[src/rtl/demux_1ton_stream.sv]
// Registered 1-to-N valid/ready stream demultiplexer with one holding register per channel.
// Optional sticky out-of-range select flag (sel_err) is built when DEMUX_SEL_ERR_EN is defined.
module demux_1ton_stream #(
  parameter int WIDTH = 8,
  parameter int N     = 4,
  parameter int SEL_W = $clog2(N)
) (
  input  logic               clk,
  input  logic               rst_n,
  input  logic               in_valid,
  output logic               in_ready,
  input  logic [WIDTH-1:0]   in_data,
  input  logic [SEL_W-1:0]   in_sel,
  output logic [N-1:0]       out_valid,
  input  logic [N-1:0]       out_ready,
  output logic [N*WIDTH-1:0] out_data
`ifdef DEMUX_SEL_ERR_EN
  ,
  output logic               sel_err
`endif
);

  logic [N-1:0]            full_q, full_d, load;
  logic [N-1:0][WIDTH-1:0] data_q, data_d;

  // Out-of-range selects match no channel, so in_ready falls back to 1 and nothing loads.
  always_comb begin
    in_ready = 1'b1;
    load     = '0;
    for (int i = 0; i < N; i++) begin
      if (in_sel == SEL_W'(i)) begin
        in_ready = !full_q[i] || out_ready[i];
        load[i]  = in_valid && (!full_q[i] || out_ready[i]);
      end
    end
  end

  always_comb begin
    full_d = full_q;
    data_d = data_q;
    for (int i = 0; i < N; i++) begin
      full_d[i] = load[i] || (full_q[i] && !out_ready[i]);
      if (load[i]) begin
        data_d[i] = in_data;
      end
    end
  end

  always_ff @(posedge clk or negedge rst_n) begin
    if (!rst_n) begin
      full_q <= '0;
      data_q <= '0;
    end else begin
      full_q <= full_d;
      data_q <= data_d;
    end
  end

  assign out_valid = full_q;
  assign out_data  = data_q;

`ifdef DEMUX_SEL_ERR_EN
  logic sel_err_q, sel_err_d, in_range;

  always_comb begin
    in_range = 1'b0;
    for (int i = 0; i < N; i++) begin
      if (in_sel == SEL_W'(i)) begin
        in_range = 1'b1;
      end
    end
    sel_err_d = sel_err_q || (in_valid && !in_range);
  end

  always_ff @(posedge clk or negedge rst_n) begin
    if (!rst_n) begin
      sel_err_q <= 1'b0;
    end else begin
      sel_err_q <= sel_err_d;
    end
  end

  assign sel_err = sel_err_q;
`endif

endmodule
[config.mk]
export PLATFORM = sky130hd
export DESIGN_NAME = demux_1ton_stream
export DESIGN_NICKNAME = d
export VERILOG_FILES = /design/src/rtl/demux_1ton_stream.sv
export SDC_FILE = /design/constraint.sdc
export NUM_CORES = 1
export LEC_CHECK = 0
export CELL_PAD_IN_SITES_DETAIL_PLACEMENT = 1
export CELL_PAD_IN_SITES_GLOBAL_PLACEMENT = 1
export CORE_MARGIN = 2
export CORE_UTILIZATION = 35
export CTS_CLUSTER_DIAMETER = 50
export DETAILED_ROUTE_END_ITERATION = 6
export HOLD_SLACK_MARGIN = 0.12
export PLACE_DENSITY_LB_ADDON = 0.1
export SETUP_SLACK_MARGIN = 0.05
export SLEW_MARGIN = 15
export SYNTH_ARGS = -nofsm -noshare
export SYNTH_HDL_FRONTEND = slang
export SYNTH_SLANG_ARGS = --single-unit
[constraint.sdc]
create_clock -name clk -period 1.7 [get_ports clk]
set_clock_uncertainty 0.2 [all_clocks]
set_input_delay 0.34 -clock clk [delete_from_list [all_inputs] [get_ports clk]]
set_output_delay 0.34 -clock clk [all_outputs]
set_load 0.02 [all_outputs]
## After elaboration in Yosys (flattened, before gate mapping)

Index checks and enable logic that the tools add are counted.

| word-level totals | value |
|---|---|
| word-level logic and storage cells | 41 |
| register bits after elaboration | 36 |

| cells by class | value |
|---|---|
| muxes and demuxes | 8 |
| reductions and logical operators | 25 |
| equality and inequality tests | 3 |

Operator list:

| operator | number |
|---|---|
| $logic_and 1x1->1 | 8 |
| $logic_not 1->1 | 8 |
| $logic_or 1x1->1 | 8 |
| $mux 1 | 8 |
| $eq 2x2->1 const B | 2 |
| $eq 2x1->1 const B | 1 |
| $logic_not 2->1 | 1 |

## Depth between registers and ports, before layout

| logic depth | value |
|---|---|
| depth after elaboration | 6 |
| gate-level depth with buffers | 5 |
| mapped depth without buffers | 3 |

## Worst setup path before layout

Ideal clock, no wire load.

| timing path | value |
|---|---|
| path type | input-to-output |
| start point | input in_sel[0] |
| end point | output in_ready |
| cell stages on the path | 2 |
| data required time | 1.160 ns |
| arrival | 1.166 ns |
| buffers on the path | 1 |
| slack | -0.006 ns |
| cells stage by stage | buf_2 > mux4_1 |

| between the ends | value |
|---|---|
| word-level cells in the longest chain between the ends | 5 |

RTL lines:

| what | RTL line | text |
|---|---|---|
| start, declared | 13 | `input logic [SEL_W-1:0] in_sel,` |
| $logic_not 2->1 | 31 | `if (in_sel == SEL_W'(i)) begin` |
| $mux 1 (3 in a row) | 31 |  |
| $mux 1 * | 31 |  |
| end, declared | 11 | `output logic in_ready,` |

Every way passes the cells marked *; elsewhere a longest branch is shown, timed or not.

## Worst setup path after layout

| timing path | value |
|---|---|
| start point | register full_q[3] (netlist: out_valid[3]) |
| end point | output in_ready |

| between the ends | value |
|---|---|
| word-level cells in the longest chain between the ends | 3 |

RTL lines:

| what | RTL line | text |
|---|---|---|
| start, declared | 23 | `logic [N-1:0] full_q, full_d, load;` |
| start signal, assigned | 54 | `full_q <= full_d;` |
| $logic_not 1->1 | 32 | `in_ready = !full_q[i] \|\| out_ready[i];` |
| $logic_or 1x1->1 | 32 |  |
| $mux 1 | 31 |  |

Every way passes these cells.

==> reports/metrics.yaml <==
logic_synthesis:
  synth_area_per_cell_um2: 16.4
  synth_seq_area_share_pct: 61.9
  yosysWarningCount: 0
  ys_types: 15
  synthesis.nets: 106
  syn_inst: 89
  synth_area_mm2: 0.00146
  synth-seq-cells: 36
setup_path:
  cp.required_ns: 1.16
  critPathMaxFanout: 3
  r2r_start: "out_valid[0]$_DFF_PN0_"
  endpoint_kind: "output port"
  crit_arrival_ns: 1.35
  r2r_slack_ns: -0.03
  critical_path.startpoint_type: "flip-flop"
  r2r_end: "out_data[4]$_DFFE_PN0P_"
  critical_path_class: "reg -> out"
  rr_worst_depth: 5
clocking:
  htreeDepth: 2
  cts_tree: "done"
  cts_buffer_depth: 2
  clock_latency_ns: 0.28
  clk_pin_slew_ns: 0.07
  root_buffer: "clkbuf_8"
  numCtsBuffers: 5
  cts_sinks: 36
global_routing:
  grt_pass1_wl_um: 5310
  grt_max_degree: 23
  track_usage_pct: 16.2
  met3_usage_pct: 5.52
  grt-busiest-layer: "met2"
  overflow: 0
  grt_antenna_before_repair: 0
  use_met1_pct: 20.8
  first_global_vias: 1007
  gr-usage-met2_pct: 26.3
timing:
  fmax_mhz: 528
  finalHoldViolCount: 0
  rsz0062_at_grt: "yes"
  fin_crit_sh_pct: 111
  worstMarginPinSlew_ns: 0.401
  finalSetupViolCount: 9
  setup_tns_ns: -0.376
  max_slew_margin_pct: 73.3
  setup_ws_ns: -0.195
  min_period_ns: 1.89
  slew_viol_final: 0
placed_design:
  dpl.hpwl_um: 2630
  placedCellCount: 203
  gp_congestion: 0.727
  port_buffers: 53
pwr:
  vdd_drop_max_mv: 0.606
  leakage_nw: 1.14
  p_per_area_mw_per_mm2: 1170
job:
  cap_violations: 0
finish:
  final_cells: 214
  area_growth_pct: 60.2
  nets: 180
  fillCellCount: 396
  antenna_cells: 0
  layout-drive-gt1-share_pct: 43.3
detailed_routing:
  via_count: 999
  routed_wl_um: 3600
  drtAntennaViolNets: 0
  post_drt_wl_per_cell_um: 16.8
  drc_errors: 0
  drt-initial-drc-count: 35
  dr.pass1.iters: 4
  routed_via_density: 4.67
floorplan:
  die_area_mm2: 0.00469
  initial_utilization_pct: 36.4
  dieHeight_um: 68.5
  core_mm2: 0.00400
  io_pins: 54
  row_count: 23
  fp.dieW_um: 68.5
status:
  outcome: "finished with violations"
  violations: "setup timing"
worst_hold_path:
  hold_path_end: "out_valid[3]$_DFF_PN0_"
  hold_path.class: "in -> reg"
  hold_depth: 3
  hold_start: "out_ready[3]"
==> placed cells by master (no fill, tap or decap) <==
cell type / count
nor2b_2: 1
bufinv_16: 1
dlygate4sd2_1: 41
mux2_4: 17
buf_6: 9
buf_12: 1
nor3b_4: 1
dfrtp_2: 1
dfrtp_1: 35
nand2_1: 3
buf_4: 9
buf_2: 1
nand2b_4: 5
or3b_4: 1
o21ai_0: 2
dlygate4sd3_1: 1
clkbuf_8: 7
clkbuf_2: 1
mux2_2: 15
nand3_1: 1
nor2b_1: 1
mux4_2: 1
clkdlybuf4s50_1: 8
nand3b_1: 1
==> per-stage QoR <==
stage / hold WS (ns) / worst slack (ns) / instance area, um^2 / power (W) / util [%]
2_1_floorplan: -0.156 / 0.0539 / 1450 / 0.00154 / -
4_1_cts: 0.251 / -0.200 / 2300 / 0.00274 / 57.4
3_5_place_dp: 0.0833 / -0.760 / 2140 / 0.00203 / 53.5
5_1_grt: 0.271 / -0.231 / 2330 / 0.00287 / 58.3
6_report: 0.250 / -0.195 / 2330 / 0.00274 / 58.3
3_3_place_gp: 0.0764 / -0.744 / 2140 / 0.00200 / 53.5
==> worst max path at each step <==
stage / from / endpoint / slack [ns]
after floorplan: out_valid[0]$_DFF_PN0_ / out_data[0]$_DFFE_PN0P_ / 0.05
after global placement: out_ready[3] / in_ready / -0.74
after detailed placement: out_ready[0] / in_ready / -0.76
after CTS: out_valid[3]$_DFF_PN0_ / in_ready / -0.20
after global routing: out_valid[3]$_DFF_PN0_ / in_ready / -0.23
final: out_valid[3]$_DFF_PN0_ / in_ready / -0.19
==> where the power goes <==
group	internal (W)	total (W)	switching, W
Sequential	0.00102	0.00112	0.0000915
Clock	0.000517	0.000814	0.000297
Combinational	0.000410	0.000810	0.000400
Total	0.00195	0.00274	0.000788
==> repair_timing <==
item                                    CTS  global route
hold endpoints to repair                 36             0
endpoints found under the setup margin   69            28
setup buffers                             3             0
resized for setup                        65            13
gates cloned                              0             0
hold buffers                              1             0
==> layer usage <==
metal	part of all wire [%]	up-vias	wire length [um]
li1	-	459	-
met1	44	506	1580
met2	50	32	1810
met3	5.5	2	198
met4	0.58	0	21
met5	0	-	0
==> logic make-up after synthesis <==
group | count (synthesis) | share of synthesized area (%)
flip-flops | 36 | 61.9
multiplexers | 33 | 28.6
AND/OR/NAND/NOR | 14 | 7.04
buffers and inverters | 4 | 1.80
AO/OA/AOI/OAI | 2 | 0.687
==> worst max-delay path: stages (launching register included) <==
cell and delay, ns:
dfrtp_1 0.39, nand2b_4 0.06, mux4_2 0.47, buf_6 0.15
==> sequential cells by signal, indices dropped and copies added (netlist names) <==
| signal | flops |
|---|---|
| out_data | 32 |
| out_valid | 4 |
==> layout make-up <==
class | count | area (um^2) | share of cell area, %
clock buffers | 7 | 96.3 | 4.13
clock inverters | 1 | 30.0 | 1.29
multi-input cells | 49 | 594 | 25.5
flip-flops and latches | 36 | 902 | 38.7
well taps | 50 | 62.6 | 2.68
repair buffers | 71 | 648 | 27.8
==> Yosys cell counts (all sizes together) <==
cell,count,area share [%]
nor2b,2,0.86
nand3,1,0.34
or3b,1,0.60
nand2,3,0.77
nand2b,5,2.7
dfrtp,36,62
buf,4,1.8
mux4,1,1.8
nand3b,1,0.52
mux2,32,27
nor3b,1,1.3
o21ai,2,0.69
No activity file was read; power rests on OpenSTA's default activity.
==> patch (same flow settings) <==
Change the parameter `N` from 4 to 2.
--- a/src/rtl/demux_1ton_stream.sv
+++ b/src/rtl/demux_1ton_stream.sv
@@ -2,7 +2,7 @@
 // Optional sticky out-of-range select flag (sel_err) is built when DEMUX_SEL_ERR_EN is defined.
 module demux_1ton_stream #(
   parameter int WIDTH = 8,
-  parameter int N     = 4,
+  parameter int N     = 2,
   parameter int SEL_W = $clog2(N)
 ) (
   input  logic               clk,
Interface: changed (resized in_sel, out_data, out_ready and out_valid); port bits go from 54 to 33. No check against the original RTL was run, so the function may have changed too.
==> patch against the original RTL <==
The run still ends with negative setup slack left. Global-route usage is 1.4 points higher. Total power down 57%. Combinational power down 49%. Cell area is 47% lower. Sequential cell count is 18 lower. Register-to-register slack gained 0.13 ns. Final cell count fell by 47%. Worst hold slack worse by 0.088 ns. Area after synthesis down 49%. Wire length is 45% lower. Setup slack gained 0.18 ns. Largest cell class unchanged. Largest power group unchanged.
==> patch: results (changes against the original RTL) <==
synth_mux_area_frac: 0.280  # was 0.286
largest_reg_flops: 16  # was 32
routed_wl_um: 1970  # was 3600 µm
swShare: 0.311  # was 0.288
cts.path.max_buffers: 2  # unchanged
path_clk_slew_ns: 0.10  # was 0.07 ns
clock_latency_ns: 0.29
grt_pass1_wl_um: 3110  # was 5310 µm
drive_above_1_share: 0.414  # was 0.433
final.setup.tns_ns: -0.0179  # was -0.376 ns
async_reset_ff_frac: 1.00  # unchanged
wl_per_cell_um: 17.3  # was 16.8 µm
cp.arrival_ns: 1.18  # was 1.35 ns
ys_top_cells_by_count: "18 x dfrtp_1, 8 x mux2_2, 8 x mux2_4"  # was 36 x dfrtp_1, 24 x mux2_2, 8 x mux2_4
place_ws_ns: -0.633  # was -0.760 ns
antenna_found_initial: 0  # unchanged
synthAdderAreaFrac: 0  # unchanged
grt_pass1_vias: 595  # was 1,007
n_antenna_cell: 0  # unchanged
synth.distinct_cells: 13  # was 15
holdCritPathClass: "in -> reg"  # unchanged
power.leakage_nw: 0.609  # was 1.14 nW
cts_root_buffer: "clkbuf_4"  # was clkbuf_8
place.gp.congestion: 0.682  # was 0.727
dp_cells: 109  # was 203
yosys_warnings: 0  # unchanged
grt_usage: 0.176  # was 0.162
avgSynthCellArea_um2: 16.7  # was 16.4 µm²
vias: 539  # was 999
dp_hpwl_um: 1430  # was 2630 µm
peakVddDrop_v: 0.000464  # was 0.000606 V
drt_pass1_iterations: 4  # unchanged
port_buffers: 32  # was 53
netlist_top_cells_area: "dfrtp_1 60%, mux2_4 16%, mux2_2 12%"  # was dfrtp_1 62%, mux2_2 19%, mux2_4 8.2%
syn-num-nets: 59  # was 106
setup_viol: 1  # was 9
synth-xor-area-share: 0  # unchanged
synth_top_family_by_area: "multiplexers"  # unchanged
synth_compound_area_frac: 0.0184  # was 0.00687
cts_made_buffers: 3  # was 5
violations: "negative setup slack"  # unchanged
worstMarginPinSlew_ns: 0.238  # was 0.401 ns
cts_max_level: 1  # was 2
yosysSeqAreaShare: 0.601  # was 0.619
drt_iter0_drc: 2  # was 35
status: "complete, but fails checks"  # unchanged
fin_ws_ns: -0.0179  # was -0.195 ns
fin_nets: 103  # was 180
grt_max_degree: 19  # was 23
crit_path_max_fanout: 2  # was 3
[patch: cell types whose count changed after synthesis, moves of 2 or more]
cell / unedited run / this run
dfrtp_1: 36 / 18
nor2b_1: 2 / 0
buf_2: 3 / 0
o21ai_0: 2 / 0
nand2b_1: 4 / 1
mux2_2: 24 / 8
[patch: layout make-up]
type	instances	area, µm²
fillers	183	756
flip-flops and latches	18	450
clock buffers	3	22.5
repair buffers	40	387
multi-input cells	26	333
well taps	27	33.8
[patch: logic make-up (layout without fill, tap and decap cells)]
family	count (synthesis)	after routing
flip-flops	18	18
AND/OR/NAND/NOR	8	8
multiplexers	16	16
buffers and inverters	1	43
AO/OA/AOI/OAI	2	2
[patch: power groups by stage]
stage	Sequential (W)	Clock, W	Combinational (W)
finish	0.000544	0.000211	0.000417
global route	0.000555	0.000237	0.000440
CTS	0.000543	0.000224	0.000408
detailed placement	0.000553	0	0.000440
global placement	0.000548	0	0.000427
floorplan	0.000639	0	0.000115
[patch: layer usage]
layer  up-vias  share of wire  GRT usage
met5         -              0          0
met4         0         0.0076     0.0694
met3         2          0.049     0.0327
met2        17           0.53      0.294
met1       277           0.42      0.224
li1        243              -          -
[patch: per-stage QoR]
step / power (W) / cell area [µm²]
final: 0.00117 / 1230
after global routing: 0.00123 / 1230
after global placement: 0.000975 / 1150
after CTS: 0.00118 / 1200
after floorplan: 0.000754 / 749
after detailed placement: 0.000992 / 1150
[patch: path summary, 6_finish.rpt]
path	from	to	slack [ns]	cells past startpoint
setup / recovery	out_valid[1]	in_ready	-0.02	3
hold / removal	in_valid	out_valid[1]	0.16	2
setup reg to reg	out_valid[1]	out_data[11]	0.10	5
hold reg to reg	out_data[9]	out_data[9]	0.32	1
max in group asynchronous	rst_n	out_data[13]	0.91	2
min in group asynchronous	rst_n	out_data[0]	0.19	2
[patch: repair_timing]
action,4_1_cts,5_1_grt
cloned,0,0
setup buffers,2,0
resized for setup,35,6
setup endpoints to repair,35,14
pin swaps,2,1
[patch: worst max-delay path, cell delays in order (launching register included)]
cell and delay (ns):
dfrtp_1 0.39, and2b_2 0.22, a21oi_2 0.14, buf_6 0.13
